File: src/rtl/dmem_cache_if.sv
`default_nettype none
// ============================================================================
// Module   : dmem_cache_if
// Purpose  : Groups the datapath-side (DM_*) request/response signals and the
//            handshaked main-memory bus (mem_*) used by dmem_cache.
// Modports : slave  - the cache: takes DM requests, drives the memory bus
//            master - the environment: pipeline MEM stage plus memory model
// Revision : 1.0  initial release
// ============================================================================
interface dmem_cache_if #(
    parameter int N = 64
);
    logic [N-1:0] DM_addr;
    logic [N-1:0] DM_writeData;
    logic         DM_readEnable;
    logic         DM_writeEnable;
    logic [N-1:0] DM_readData;
    logic         stall;
    logic         mem_req;
    logic         mem_we;
    logic [N-1:0] mem_addr;
    logic [N-1:0] mem_wdata;
    logic         mem_ack;
    logic [N-1:0] mem_rdata;

    modport slave (
        input  DM_addr, DM_writeData, DM_readEnable, DM_writeEnable,
        output DM_readData, stall,
        output mem_req, mem_we, mem_addr, mem_wdata,
        input  mem_ack, mem_rdata
    );

    modport master (
        output DM_addr, DM_writeData, DM_readEnable, DM_writeEnable,
        input  DM_readData, stall,
        input  mem_req, mem_we, mem_addr, mem_wdata,
        output mem_ack, mem_rdata
    );
endinterface
`default_nettype wire

File: src/rtl/dmem_cache.sv
`default_nettype none
// ============================================================================
// Module   : dmem_cache
// Purpose  : Direct-mapped, write-through, one-word-per-line data cache that
//            sits between the pipeline MEM stage and a slow handshaked bus.
//            Load hits return data in the same cycle; misses and stores
//            stall the pipeline until the bus acknowledges.
// Ports    : clk        - clock, rising edge
//            reset      - asynchronous, active-high reset
//            bus        - dmem_cache_if.slave (DM_* request side, mem_* bus)
//            hit_count  - saturating count of load hits
//            miss_count - saturating count of load misses
// Revision : 1.0  initial release
// ============================================================================
module dmem_cache #(
    parameter int N     = 64,
    parameter int LINES = 16
) (
    input  logic        clk,
    input  logic        reset,
    dmem_cache_if.slave bus,
    output logic [31:0] hit_count,
    output logic [31:0] miss_count
);

    localparam int IDX_W = $clog2(LINES);
    localparam int TAG_W = N - 3 - IDX_W;

    typedef enum logic [1:0] {
        S_IDLE    = 2'd0,
        S_RD_WAIT = 2'd1,
        S_WR_WAIT = 2'd2,
        S_DONE    = 2'd3
    } state_t;

    state_t r_state;
    state_t w_state_next;

    logic [LINES-1:0] r_valid;
    logic [TAG_W-1:0] r_tag  [LINES];
    logic [N-1:0]     r_data [LINES];

    logic [N-1:0] r_fill;      // word returned by the last fill, replayed in DONE
    logic         r_fill_op;   // DONE follows a load (not a store)
    logic         r_mem_req;
    logic         r_mem_we;
    logic [N-1:0] r_mem_addr;
    logic [N-1:0] r_mem_wdata;
    logic [31:0]  r_hit_count;
    logic [31:0]  r_miss_count;

    logic [IDX_W-1:0] w_idx;
    logic [TAG_W-1:0] w_tag;
    logic             w_hit;
    logic             w_load;
    logic             w_store;
    logic             w_stall;
    logic [N-1:0]     w_rdata;
    logic [N-1:0]     w_line_addr;
    logic             w_unused_ok;

    assign w_idx       = bus.DM_addr[3 +: IDX_W];
    assign w_tag       = bus.DM_addr[N-1 -: TAG_W];
    assign w_hit       = r_valid[w_idx] && (r_tag[w_idx] == w_tag);
    // Both enables high is a store; a load is only a pure read request.
    assign w_store     = bus.DM_writeEnable;
    assign w_load      = bus.DM_readEnable && !bus.DM_writeEnable;
    assign w_line_addr = {bus.DM_addr[N-1:3], 3'b000};
    assign w_unused_ok = ^bus.DM_addr[2:0];

    // ---------------- state register ----------------
    always_ff @(posedge clk or posedge reset) begin
        if (reset) r_state <= S_IDLE;
        else       r_state <= w_state_next;
    end

    // ---------------- next state and pipeline-facing outputs ----------------
    always_comb begin
        w_state_next = r_state;
        w_stall      = 1'b0;
        w_rdata      = '0;
        case (r_state)
            S_IDLE: begin
                if (w_store) begin
                    w_stall      = 1'b1;
                    w_state_next = S_WR_WAIT;
                end else if (w_load) begin
                    if (w_hit) begin
                        w_rdata = r_data[w_idx];
                    end else begin
                        w_stall      = 1'b1;
                        w_state_next = S_RD_WAIT;
                    end
                end
            end
            S_RD_WAIT, S_WR_WAIT: begin
                w_stall = 1'b1;
                if (bus.mem_ack) w_state_next = S_DONE;
            end
            S_DONE: begin
                // Inputs are still those of the finished access; do not re-look-up.
                if (r_fill_op) w_rdata = r_fill;
                w_state_next = S_IDLE;
            end
            default: w_state_next = S_IDLE;
        endcase
    end

    // ---------------- bus registers, valid bits, counters ----------------
    always_ff @(posedge clk or posedge reset) begin
        if (reset) begin
            r_valid      <= '0;
            r_fill       <= '0;
            r_fill_op    <= 1'b0;
            r_mem_req    <= 1'b0;
            r_mem_we     <= 1'b0;
            r_mem_addr   <= '0;
            r_mem_wdata  <= '0;
            r_hit_count  <= '0;
            r_miss_count <= '0;
        end else begin
            case (r_state)
                S_IDLE: begin
                    if (w_store) begin
                        r_mem_req   <= 1'b1;
                        r_mem_we    <= 1'b1;
                        r_mem_addr  <= w_line_addr;
                        r_mem_wdata <= bus.DM_writeData;
                        r_fill_op   <= 1'b0;
                    end else if (w_load) begin
                        if (w_hit) begin
                            if (r_hit_count != 32'hFFFF_FFFF)
                                r_hit_count <= r_hit_count + 32'd1;
                        end else begin
                            r_mem_req  <= 1'b1;
                            r_mem_we   <= 1'b0;
                            r_mem_addr <= w_line_addr;
                            r_fill_op  <= 1'b1;
                            if (r_miss_count != 32'hFFFF_FFFF)
                                r_miss_count <= r_miss_count + 32'd1;
                        end
                    end
                end
                S_RD_WAIT: begin
                    if (bus.mem_ack) begin
                        r_valid[w_idx] <= 1'b1;
                        r_fill         <= bus.mem_rdata;
                        r_mem_req      <= 1'b0;
                    end
                end
                S_WR_WAIT: begin
                    if (bus.mem_ack) begin
                        r_mem_req <= 1'b0;
                        r_mem_we  <= 1'b0;
                    end
                end
                default: ;
            endcase
        end
    end

    // Tag/data storage needs no reset: a line is only observable once its
    // valid bit is set. After a reset the state is IDLE, so a stray ack
    // cannot write here.
    always_ff @(posedge clk) begin
        if (r_state == S_RD_WAIT && bus.mem_ack) begin
            r_tag[w_idx]  <= w_tag;
            r_data[w_idx] <= bus.mem_rdata;
        end else if (r_state == S_WR_WAIT && bus.mem_ack && w_hit) begin
            r_data[w_idx] <= bus.DM_writeData;   // write-through, no allocate on miss
        end
    end

    assign bus.stall       = w_stall;
    assign bus.DM_readData = w_rdata;
    assign bus.mem_req     = r_mem_req;
    assign bus.mem_we      = r_mem_we;
    assign bus.mem_addr    = r_mem_addr;
    assign bus.mem_wdata   = r_mem_wdata;
    assign hit_count       = r_hit_count;
    assign miss_count      = r_miss_count;

endmodule
`default_nettype wire

File: src/flat_wrapper.sv
// flat-port wrapper written by rule: the top's interface ports become plain ports
module dmem_cache_flat 
#(
    parameter int N     = 64,
    parameter int LINES = 16
)
  (clk, reset, hit_count, miss_count, bus_DM_addr, bus_DM_writeData, bus_DM_readEnable, bus_DM_writeEnable, bus_DM_readData, bus_stall, bus_mem_req, bus_mem_we, bus_mem_addr, bus_mem_wdata, bus_mem_ack, bus_mem_rdata);
  dmem_cache_if #(.N(N)) bus_i ();
  input  logic clk;
  input  logic reset;
  output logic [31:0] hit_count;
  output logic [31:0] miss_count;
  input wire logic [$bits(bus_i.DM_addr)-1:0] bus_DM_addr;
  input wire logic [$bits(bus_i.DM_writeData)-1:0] bus_DM_writeData;
  input wire logic [$bits(bus_i.DM_readEnable)-1:0] bus_DM_readEnable;
  input wire logic [$bits(bus_i.DM_writeEnable)-1:0] bus_DM_writeEnable;
  output wire logic [$bits(bus_i.DM_readData)-1:0] bus_DM_readData;
  output wire logic [$bits(bus_i.stall)-1:0] bus_stall;
  output wire logic [$bits(bus_i.mem_req)-1:0] bus_mem_req;
  output wire logic [$bits(bus_i.mem_we)-1:0] bus_mem_we;
  output wire logic [$bits(bus_i.mem_addr)-1:0] bus_mem_addr;
  output wire logic [$bits(bus_i.mem_wdata)-1:0] bus_mem_wdata;
  input wire logic [$bits(bus_i.mem_ack)-1:0] bus_mem_ack;
  input wire logic [$bits(bus_i.mem_rdata)-1:0] bus_mem_rdata;
  assign bus_i.DM_addr = bus_DM_addr;
  assign bus_i.DM_writeData = bus_DM_writeData;
  assign bus_i.DM_readEnable = bus_DM_readEnable;
  assign bus_i.DM_writeEnable = bus_DM_writeEnable;
  assign bus_DM_readData = bus_i.DM_readData;
  assign bus_stall = bus_i.stall;
  assign bus_mem_req = bus_i.mem_req;
  assign bus_mem_we = bus_i.mem_we;
  assign bus_mem_addr = bus_i.mem_addr;
  assign bus_mem_wdata = bus_i.mem_wdata;
  assign bus_i.mem_ack = bus_mem_ack;
  assign bus_i.mem_rdata = bus_mem_rdata;
  dmem_cache #(.N(N), .LINES(LINES)) u_core (.clk(clk), .reset(reset), .bus(bus_i), .hit_count(hit_count), .miss_count(miss_count));
endmodule
File: config.mk
export PLATFORM = sky130hd
export DESIGN_NAME = dmem_cache_flat
export DESIGN_NICKNAME = d
export VERILOG_FILES = /design/src/rtl/dmem_cache_if.sv /design/src/rtl/dmem_cache.sv /design/src/flat_wrapper.sv
export SDC_FILE = /design/constraint.sdc
export NUM_CORES = 2
export LEC_CHECK = 0
export CORE_MARGIN = 2
export CORE_UTILIZATION = 60
export CTS_CLUSTER_SIZE = 24
export DETAILED_ROUTE_END_ITERATION = 6
export HOLD_SLACK_MARGIN = 0.15
export MAX_ROUTING_LAYER = met4
export PLACE_DENSITY_LB_ADDON = 0.05
export SETUP_SLACK_MARGIN = 0.4
export SLEW_MARGIN = 20
export SYNTH_ARGS = -nofsm -noshare
export SYNTH_HDL_FRONTEND = slang
export SYNTH_SLANG_ARGS = --single-unit
File: constraint.sdc
create_clock -name clk -period 10.1 [get_ports clk]
set_input_delay 1.01 -clock clk [delete_from_list [all_inputs] [get_ports clk]]
set_output_delay 1.01 -clock clk [all_outputs]
set_load 0.01 [all_outputs]
; Word level (Yosys, flattened, before mapping)
; Memory sizes are Yosys's and may differ from the RTL's.
; Cells that the tools add are included.
; Widths: inputs -> output; s select.
[word_totals]
reg_bits = 277
ramBits = 1936
out_inout_bits = 259
elab_cells = 88
memories = 2
[mem_list]
columns = name, words, word_bits, read_ports, rd_ports_with_merged_regs, write_ports, line_no
row1 = u_core.r_data, 16, 64, 1, 0, 1, dmem_cache.sv:41  ; logic [N-1:0] r_data [LINES];
row2 = u_core.r_tag, 16, 57, 1, 0, 1, dmem_cache.sv:40  ; logic [TAG_W-1:0] r_tag [LINES];
[op_classes]
add_sub_neg = 2
magnitude_cmp = 2
eq_ne = 11
muxes = 37
bitwise = 4
n_reduce_logical = 20
[op_table]
columns = cell, n
row1 = $mux 64, 8
row2 = $pmux 64 s2, 1
row3 = $add 32x1->32 const B, 2
row4 = $ne 32x32->1 const B, 2
row5 = $eq 57x57->1, 1
row6 = $mux 1, 18
row7 = $or 16x16->16, 1
row8 = $reduce_and 5->1, 2
row9 = $mux 2, 4
row10 = $reduce_and 4->1, 2
row11 = $logic_and 1x1->1, 6
row12 = $pmux 1 s2, 3
row13 = $pmux 2 s3, 1
row14 = $reduce_and 3->1, 2
row15 = $reduce_bool 2->1, 3
row16 = $lt 4x5->1 const B, 1
row17 = $bmux 1 s4, 1
row18 = $demux 1 s4, 1
row19 = $eq 2x2->1 const B, 2
row20 = $ge 4x1->1 const B, 1
row21 = $ne 2x2->1 const B, 2
row22 = $reduce_and 2->1, 2
row23 = $ne 3x2->1 const B, 1
row24 = $ne 3x3->1 const B, 1
row25 = 7 further kinds, 8

; Logic depth before layout (Yosys ltp)
[logic_depth]
ltp_word = 8
mapped_depth = 18
mapped_depth_nobuf = 11

; Worst setup path after synthesis
; Ideal clock, no wire load.
[synth_timing]
kind = input to register
from = input bus_DM_addr[6]
to = register u_core.r_valid[11]
t_arrival_ns = 6.980
setup_slack_ns = 3.031
stages = 9
n_path_buf = 6
path_cell_list = buf_2 > buf_2 > buf_2 > buf_2 > buf_2 > clkbuf_1 > nand2_1 > nor3_1 > or2_2
[synth_between]
elab_chain_cells = 5
[synth_lines]
columns = item, line_no
row1 = start: declaration, flat_wrapper.sv:13  ; input wire logic [$bits(bus_i.DM_addr)-1:0] bus_DM_addr;
row2 = $lt 4x5->1 (implied by the code) or $ge 4x1->1 (tied branches), dmem_cache.sv:146  ; r_valid[w_idx] <= 1'b1;
row3 = $logic_and 1x1->1 (implied by the code), dmem_cache.sv:146
row4 = $mux 1 (implied by the code), dmem_cache.sv:146
row5 = $demux 1 s4 (*), n/a
row6 = $or 16x16->16 (no source line) (*), n/a
row7 = end signal: assignment, dmem_cache.sv:112  ; r_valid <= '0;
row8 = end signal: indexed assignment, dmem_cache.sv:146
row9 = end: declaration, dmem_cache.sv:39  ; logic [LINES-1:0] r_valid;
; Mark *: on every way between the ends. The rest lies on a longest branch, timed or not.
; A chain may end at the register's enable or synchronous reset.

; Worst setup path after layout
[layout_timing]
from = input bus_DM_addr[4]
to = output bus_DM_readData[48]
[layout_between]
elab_chain_cells = 7
[layout_lines]
columns = item, line_no
row1 = $mem_v2 16x57 or $bmux 1 s4 (tied branches), n/a
row2 = $eq 57x57->1 or $mux 1 (tied branches), dmem_cache.sv:64  ; assign w_hit = r_valid[w_idx] && (r_tag[w_idx] == w_tag);
row3 = $logic_and 1x1->1, dmem_cache.sv:64
row4 = $mux 64 (*), dmem_cache.sv:88  ; if (w_hit) begin
row5 = $mux 64 (*), dmem_cache.sv:87  ; end else if (w_load) begin
row6 = $mux 64 (*), dmem_cache.sv:84  ; if (w_store) begin
row7 = $pmux 64 s2 (*), dmem_cache.sv:82  ; case (r_state)
row8 = end: declaration, flat_wrapper.sv:17  ; output wire logic [$bits(bus_i.DM_readData)-1:0] bus_DM_readData;
; Mark *: on every way between the ends. The rest lies on a longest branch, timed or not. The select of a mux whose other input is x is not followed.

==> results.cfg <==
[floorplan]
dieHeight_um = 387
die_x_um = 387
dieArea_sq_mm = 0.150
ios = 456
rows = 140
initial_core_util_pct = 60.4
core_sq_mm = 0.146

[global_route]
grt_pass1_wl_mm = 316
grt-ovfl-total = 0
grt_max_degree = 91
grt_antenna_before_repair = 10
track_usage_pct = 30.0
grt_pass1_vias = 46300

[routing]
dr_wl_met3_mm = 16.3
ant_nets = 0
wl_per_cell_um = 30.4
dr.pass1.iters = 7
wl_met1_mm = 85.7
drt_iter0_drc = 5046
wl_mm = 217
vias_per_cell = 6.46
drc = 0
wl_met2_mm = 109
top_layer_used = met4
vias = 46100

[placed_design]
dp_hpwl_mm = 121
gp_congestion = 0.877
port_buffers = 449
dp_worst_setup_slack_ns = 2.10

[synthesis]
ys_ff_latch = 2210
synth_common_cells = 1,936 x edfxtp_1, 463 x mux4_2, 317 x nand2_1
async_flop_share_pct = 12.4
synth_area_per_cell_sq_um = 19.7
synth_edf_count = 1936
ys_warn_count = 0
yosysMostFrequentCell = edfxtp_1
ys_seq_area_share_pct = 74.0
synth_cells = 4468
synth_top_cell_by_area = edfxtp_1
yosys-top-cells-area = edfxtp_1 66%, mux4_2 12%, dfrtp_1 7.8%, mux2_2 2.3%, mux2i_1 2.1%
synthFlopType = edfxtp_1
yosysUniqueCellTypes = 79
syn_area_sq_mm = 0.0879
yosysTopAreaCellShare_pct = 66.1

[timing]
finClkSkew_ns = 0.0299
timing.hold.ws_ns = 0.464
fin_tns_setup_ns = 0
worstMarginPinSlew_ns = 1.16
fmax_mhz = 125
setup_slack_ns = 2.09
finalHoldViolCount = 0
rsz0062_at_grt = no
slew_viol_final = 0
post-route-min-period_ns = 8.01
finalCritPeriodShare_pct = 79.3
slew_headroom_pct = 22.3
setup_viol = 0

[hold_path]
hold_end = u_core.r_valid[11]$_DFFE_PP0P_
worstHoldStart = u_core.r_valid[11]$_DFFE_PP0P_
worstHoldPathType = register to register
holdPathStages = 1

[clock_network]
clk_pin_slew_ns = 0.06
cts_root_buf = clkbuf_16
holdBufCountCts = 0
clock_path_buffers = 3
cts_tree = done
post_cts_resized = 0
numCtsBuffers = 213
clock_sinks = 2210
clock_latency_ns = 0.85
cts_setup_buffers = 0
h-tree-depth = 4

[critical_path]
critPathArrivalTime_ns = 7.00
slowest_delay_ns = 0.86
critical_path_required_ns = 9.09
worst-path-buf-inv = 4
cp_cell_sequence = buf_8 -> buf_12 -> mux2_1 -> a31oi_1 -> o2111ai_1 -> or4b_1 -> a2111oi_2 -> o22ai_1 -> nor4_2 -> and4_4 -> buf_4 -> a22oi_1 -> nor2_1 -> clkdlybuf4s50_1
regToRegStartpoint = u_core.r_tag[8][25]$_DFFE_PP_
cp-end-kind = output pin
rr_worst_depth = 12
r2r-end = u_core.r_data[15][23]$_DFFE_PP_
path_max_fanout = 83
crit_family = simple AND/OR/NAND/NOR gates
start_kind = primary input
r2r_slack_ns = 4.07
slowest_stage = and4_4
worstSetupPathType = primary input to output pin

[power]
internal_power_mw = 16.3
clockPowerShare_pct = 36.7
switching_power_mw = 5.10
combinationalPowerShare_pct = 13.2
p_per_area_mw_per_mm2 = 210
swShare_pct = 23.8
seq_power_share_pct = 50.1
peakVddDrop_uv = 214
leakagePower_nw = 34.7

[final_layout]
drive_above_1_share_pct = 23.3
fin_nets = 5230
multi_input_area_sq_mm = 0.0218
nFillCells = 9167
seq_area_sq_mm = 0.0650
area_growth_pct = 15.9
finish.utilization_pct = 70.0

[run_status]
status = finished clean

[job]
maxCapViolCount = 0
power by group through the flow:
stage	sequential [mW]	clock [mW]	combinational (mW)
after floorplan	11.0	0	1.37
after CTS	10.7	7.95	2.86
after global placement	10.9	0	2.81
after detailed placement	10.9	0	2.85
after global routing	10.8	8.31	3.01
final	10.7	7.85	2.83
worst max-delay path by stage:
stage / startpoint / end / slack, ns / cells past startpoint
floorplan: reset / u_core.bus.mem_addr[10]$_DFFE_PP0P_ / 1.54 / 1
CTS: bus_DM_addr[4] / bus_DM_readData[48] / 2.08 / 15
global route: bus_DM_addr[4] / bus_DM_readData[48] / 1.90 / 15
finish: bus_DM_addr[4] / bus_DM_readData[48] / 2.09 / 14
global placement: bus_DM_addr[4] / bus_DM_readData[48] / 2.12 / 15
detailed placement: bus_DM_addr[4] / bus_DM_readData[48] / 2.10 / 15
logic make-up after synthesis:
group,after synthesis,synth area share (%)
DFF,2210,74.0
muxes,885,17.3
and+or+nand+nor,665,3.40
AOI/OAI and AO/OA,306,2.56
buffers and inverters,278,1.57
xor gates and xnor gates,116,1.16
adders and majority gates,7,0.0997
other,1,0.00427
placed cells by master, fill, tap and decap left out, types with 35 or more instances in the layout:
cell,Yosys,routed
a22oi_1,109,109
dfrtp_1,274,274
nand3_1,54,54
mux2_2,177,177
xnor2_1,62,62
mux4_2,463,463
clkinv_2,0,35
edfxtp_1,1936,1936
clkbuf_1,110,56
nand2_1,317,315
mux2i_1,184,184
mux2_4,60,60
clkinv_1,1,47
clkdlybuf4s50_1,0,445
clkbuf_16,0,218
buf_4,29,124
xor2_1,54,54
nor2_1,119,102
per-stage QoR:
step | instance area [sq um] | total power, mW | std cells
CTS | 102000 | 21.5 | 7127
global route | 102000 | 22.1 | 7131
floorplan | 87900 | 12.4 | 4470
detailed placement | 95000 | 13.8 | 6727
finish | 102000 | 21.4 | 7133
global placement | 95000 | 13.7 | 6727
registers in the layout, indices dropped and copies added, names as in the netlist, 16 cells and up:
register	flops
u_core.r_data	1024
u_core.r_tag	912
u_core.bus.mem_wdata	64
u_core.r_fill	64
u_core.bus.mem_addr	61
u_core.hit_count	32
u_core.miss_count	32
u_core.r_valid	16
routing by layer:
layer / GRT usage (%) / vias up
met4: 8.26 / 0
met2: 48.1 / 2160
li1: - / 19200
met5: - / -
met1: 40.9 / 24400
met3: 4.60 / 365
layout make-up:
cell class / instances / area share (%)
flip-flops and latches: 2210 / 63.8
diodes: 5 / 0.0123
inverters: 34 / 0.138
multi-input cells: 1982 / 21.4
well taps: 1917 / 2.35
clock buffers: 283 / 5.68
repair buffers: 585 / 5.58
clock inverters: 117 / 1.06
No activity file was read; power rests on OpenSTA's default activity.
